### config.mk
export PLATFORM = sky130hd
export DESIGN_NAME = pc_fetch_ctrl
export DESIGN_NICKNAME = d
export VERILOG_FILES = /design/src/rtl/pc_fetch_ctrl.sv
export SDC_FILE = /design/constraint.sdc
export NUM_CORES = 1
export LEC_CHECK = 0
export CORE_ASPECT_RATIO = 1.4
export CORE_MARGIN = 1
export CORE_UTILIZATION = 49
export CTS_BUF_LIST = sky130_fd_sc_hd__clkbuf_2
export DETAILED_ROUTE_END_ITERATION = 8
export GPL_ROUTABILITY_DRIVEN = 0
export PLACE_DENSITY_LB_ADDON = 0.08
export SYNTH_ARGS = -nofsm -noshare
export SYNTH_HDL_FRONTEND = slang
export SYNTH_SLANG_ARGS = --single-unit
### constraint.sdc
create_clock -name clk -period 7.2 [get_ports clk]
set_input_delay 1.08 -clock clk [delete_from_list [all_inputs] [get_ports clk]]
set_output_delay 1.08 -clock clk [all_outputs]
set_load 0.01 [all_outputs]
### src/rtl/pc_fetch_ctrl.sv
// Program counter and fetch controller for a byte-addressed instruction store.
// Picks the next fetch address, range-checks it and halts on an illegal target.
module pc_fetch_ctrl #(
  parameter int unsigned MEM_BYTES = 100,
  parameter logic [31:0] RESET_PC  = 32'd0
) (
  input  logic        clk,
  input  logic        rst_n,
  input  logic        stall,
  input  logic        branch_taken,
  input  logic [31:0] branch_offset,
  input  logic        jump,
  input  logic [25:0] jump_index,
  input  logic        jr,
  input  logic [31:0] jr_addr,
  input  logic        restart,
  output logic [31:0] pc,
  output logic [31:0] pc_plus4,
  output logic        fault,
  output logic [31:0] fetch_count
);

  typedef enum logic {
    RUN  = 1'b0,
    HALT = 1'b1
  } state_t;

  // Highest byte address at which a full 32-bit word still fits in the store.
  localparam logic [31:0] LAST_PC = 32'(MEM_BYTES - 32'd4);

  state_t      state;
  logic [31:0] candidate;
  logic        legal;

  assign pc_plus4 = pc + 32'd4;

  // NOTE: candidate gets a default before the priority chain so no latch is inferred.
  always_comb begin
    candidate = pc_plus4;
    if (jr)
      candidate = jr_addr;
    else if (jump)
      candidate = {pc_plus4[31:28], jump_index, 2'b00};
    else if (branch_taken)
      candidate = pc_plus4 + (branch_offset << 2);
  end

  assign legal = (candidate[1:0] == 2'b00) && (candidate <= LAST_PC);

  // NOTE: all state uses non-blocking assignments so every register sees pre-edge values.
  always_ff @(posedge clk or negedge rst_n) begin
    if (!rst_n) begin
      state       <= RUN;
      pc          <= RESET_PC;
      fault       <= 1'b0;
      fetch_count <= 32'd0;
    end else if (restart) begin
      // Restart reloads the pc but deliberately keeps the fetch history.
      state <= RUN;
      pc    <= RESET_PC;
      fault <= 1'b0;
    end else if (state == RUN && !stall) begin
      if (legal) begin
        pc          <= candidate;
        fetch_count <= fetch_count + 32'd1;
      end else begin
        state <= HALT;
        fault <= 1'b1;
      end
    end
  end

endmodule

==> flow_summary.json, run 1 <==
{
  "syn_avg_cell_area_um2": 8.04,
  "hold_viol_final": 0,
  "layout-drive-gt1-share_pct": 4.40,
  "synth_area_leaders": "dfrtp_1, ha_1, xnor2_1, a21oi_1, nand2_1",
  "wl_per_cell_um": 19.7,
  "min_path_type": "flip-flop to flip-flop",
  "vias_per_cell": 6.34,
  "syn_nets": 889,
  "crit_arrival_ns": 6.68,
  "fp.dieArea_um2": 12800,
  "grt_max_degree": 66,
  "fp.dieW_um": 96.0,
  "status": "finished, final reports clean",
  "setup_viol_count_final": 0,
  "cts_tree": "done",
  "yosys.area.top_type": "dfrtp_1",
  "worstSetupPathType": "flip-flop to flip-flop",
  "worstMarginPinSlew_ns": 1.12,
  "finalSetupTns_ns": 0,
  "cts_buffers": 9,
  "cts_root_buf": "clkbuf_2",
  "ys.flop_type": "dfrtp_1",
  "design.core.area_um2": 11900,
  "drt_iter0_markers": 300,
  "rsz0062_at_grt": "no",
  "timing.rr.end": "fetch_count[1]$_DFFE_PN0P_",
  "dp_cells": 1064,
  "clockBufferDepth": 2,
  "htree_levels": 3,
  "synth_edf_count": 0,
  "synthesis.area_um2": 6060,
  "cp-start-kind": "flip-flop",
  "grt_pass1_vias": 6855,
  "fin_cells": 1079,
  "grt_use_total_pct": 33.2,
  "grt_pass1_wl_mm": 33.2,
  "cp_max_fo": 37,
  "r2r_start": "pc[4]$_DFFE_PN0P_",
  "power_density_nw_per_um2": 86.1,
  "r2r_cells": 15,
  "fmax_ghz": 0.158,
  "routed_wl_mm": 21.3,
  "yosysSeqAreaShare_pct": 26.8,
  "endpoint_kind": "flip-flop",
  "antennaDiodeCount": 0,
  "period_needed_ns": 6.32,
  "syn_to_final_growth_pct": 33.9,
  "antenna_found_initial": 0,
  "cts_resized": 0,
  "hp-start": "fetch_count[31]$_DFFE_PN0P_",
  "post-route-period-util_pct": 87.8,
  "relSlewSlack_pct": 24.8,
  "min_path_cells": 1,
  "antenna_left": 0,
  "syn_inst": 754,
  "ir_worst_vdd_mv": 0.115,
  "fin_nets": 1063,
  "yosysMostFrequentCell": "nand2_1",
  "grt_overflow": 0,
  "start_util_pct": 50.8,
  "ys_ff_latch": 65,
  "ys_async_sr_fraction_pct": 100,
  "drt-pass1-iter-count": 7,
  "drc": 0,
  "port_buffers": 191,
  "synth_common_cells": "nand2_1, dfrtp_1, a21oi_1",
  "fin_skew_ns": 0.0141,
  "min_to": "fetch_count[31]$_DFFE_PN0P_",
  "fin_ws_ns": 0.879,
  "hold_buffers": 0,
  "leakage_uw": 0.00338,
  "clock_latency_ns": 0.46,
  "r2r_setup_slack_ns": 0.88,
  "dp_hpwl_mm": 17.1,
  "num_vias": 6845,
  "ios": 194,
  "place_ws_ns": 0.835,
  "fillCellCount": 1048,
  "synth.distinct_cells": 72,
  "die_h_um": 134,
  "drv_cap": 0,
  "cp.required_ns": 7.56,
  "cts.repair_timing.setup_buffer_count": 0,
  "clock-sinks": 65,
  "maxSlewViolCount": 0,
  "rows": 47,
  "finish.utilization_pct": 68.0,
  "synth_warnings": 0,
  "path_clk_slew_ns": 0.15,
  "synth.top_cell.area_share_pct": 26.8
}
[layout by cell type, fill, tap and decap left out, types with 4 or more instances in the layout]
cell             instances
a211oi_1                 9
a21o_1                   5
a21oi_1                 52
a221oi_1                 4
a31oi_1                  5
and2_1                  33
and3_1                  28
and4_1                   9
buf_4                    9
clkbuf_2                14
clkdlybuf4s50_1        190
dfrtp_1                 65
ha_1                    37
inv_1                   19
mux2i_1                  8
nand2_1                 66
nand3_1                 38
nand4_1                 38
nor2_1                  50
nor3_1                  25
nor4_1                  12
o2111ai_1                7
o211ai_1                 9
o21a_1                   9
o21ai_0                 35
o21ai_1                  4
o22ai_1                  9
o31ai_1                  5
or2_2                    5
or3_1                    4
or4_1                    5
xnor2_1                 51
xor2_1                  16
[critical path, cell delays in order (launching register included)]
cell and delay [ns]:
dfrtp_1 0.51, nand4_1 0.40, or4_1 0.77, xnor2_1 0.44, ha_1 0.35, a21oi_1 0.14
o21a_1 0.25, and4_1 0.28, a221o_1 0.34, or4_1 0.49, or4_1 0.44, or4_4 0.58
nor4_4 0.25, buf_4 0.41, and2b_1 0.22, mux2_1 0.32
[cell families (layout without fill, tap and decap cells)]
kind of cell | count (synthesis) | in the layout | share of synthesized area [%]
AO/OA/AOI/OAI | 186 | 186 | 20.2
XOR/XNOR | 67 | 67 | 9.68
adder cells (fa/ha/maj) | 38 | 38 | 7.97
buffers and inverters | 57 | 235 | 4.17
flip-flops | 65 | 65 | 26.8
multiplexers | 11 | 11 | 1.88
AND/OR/NAND/NOR | 330 | 330 | 29.3
[power by group]
group          total, µW  internal [µW]  switching (µW)
clock                165           50.4             114
sequential           366            366           0.414
combinational        169           81.7            86.9
[per-stage QoR]
step	instance area, µm²	total power [µW]	hold WS, ns
after floorplan	6060	450	0.507
after global placement	8040	535	0.462
after detailed placement	8040	537	0.482
after CTS	8120	700	0.505
after global routing	8120	728	0.533
final	8120	699	0.507
[sequential cells by signal, indices dropped and copies added (netlist names)]
signal / count
fetch_count: 32
pc: 32
state: 1
[metal layers]
metal  wire length (µm)  GRT usage [%]  vias up
li1                   -              -     3173
met1               7540           36.8     3187
met2              10600           56.8      378
met3               1800           6.05      107
met4               1350           21.8        0
met5                  0              0        -
[area by class of cell]
cell class | instances | area, µm² | area share [%]
clock inverters | 1 | 3.75 | 0.0462
clock buffers | 14 | 70.1 | 0.863
flip-flops and latches | 65 | 1630 | 20.0
repair buffers | 200 | 1970 | 24.3
inverters | 20 | 75.1 | 0.925
well taps | 147 | 184 | 2.27
multi-input cells | 632 | 4180 | 51.5
[worst max path at each step]
stage                            from  slack, ns  cells past startpoint                          to
global placement     branch_offset[0]       0.87                     16  fetch_count[1]$_DFFE_PN0P_
floorplan           pc[4]$_DFFE_PN0P_       1.77                     18  fetch_count[1]$_DFFE_PN0P_
global route        pc[4]$_DFFE_PN0P_       0.62                     15  fetch_count[1]$_DFFE_PN0P_
CTS                 pc[4]$_DFFE_PN0P_       1.02                     15  fetch_count[1]$_DFFE_PN0P_
finish              pc[4]$_DFFE_PN0P_       0.88                     15  fetch_count[1]$_DFFE_PN0P_
detailed placement   branch_offset[0]       0.84                     16  fetch_count[1]$_DFFE_PN0P_
Power figures use the tool's default switching activity.
==> run 2, diff against run 1 <==
- CTS_CLUSTER_DIAMETER: default -> 40
==> results of run 2 <==
Same layout as run 1: the final DEF is identical, and so are final timing and power.
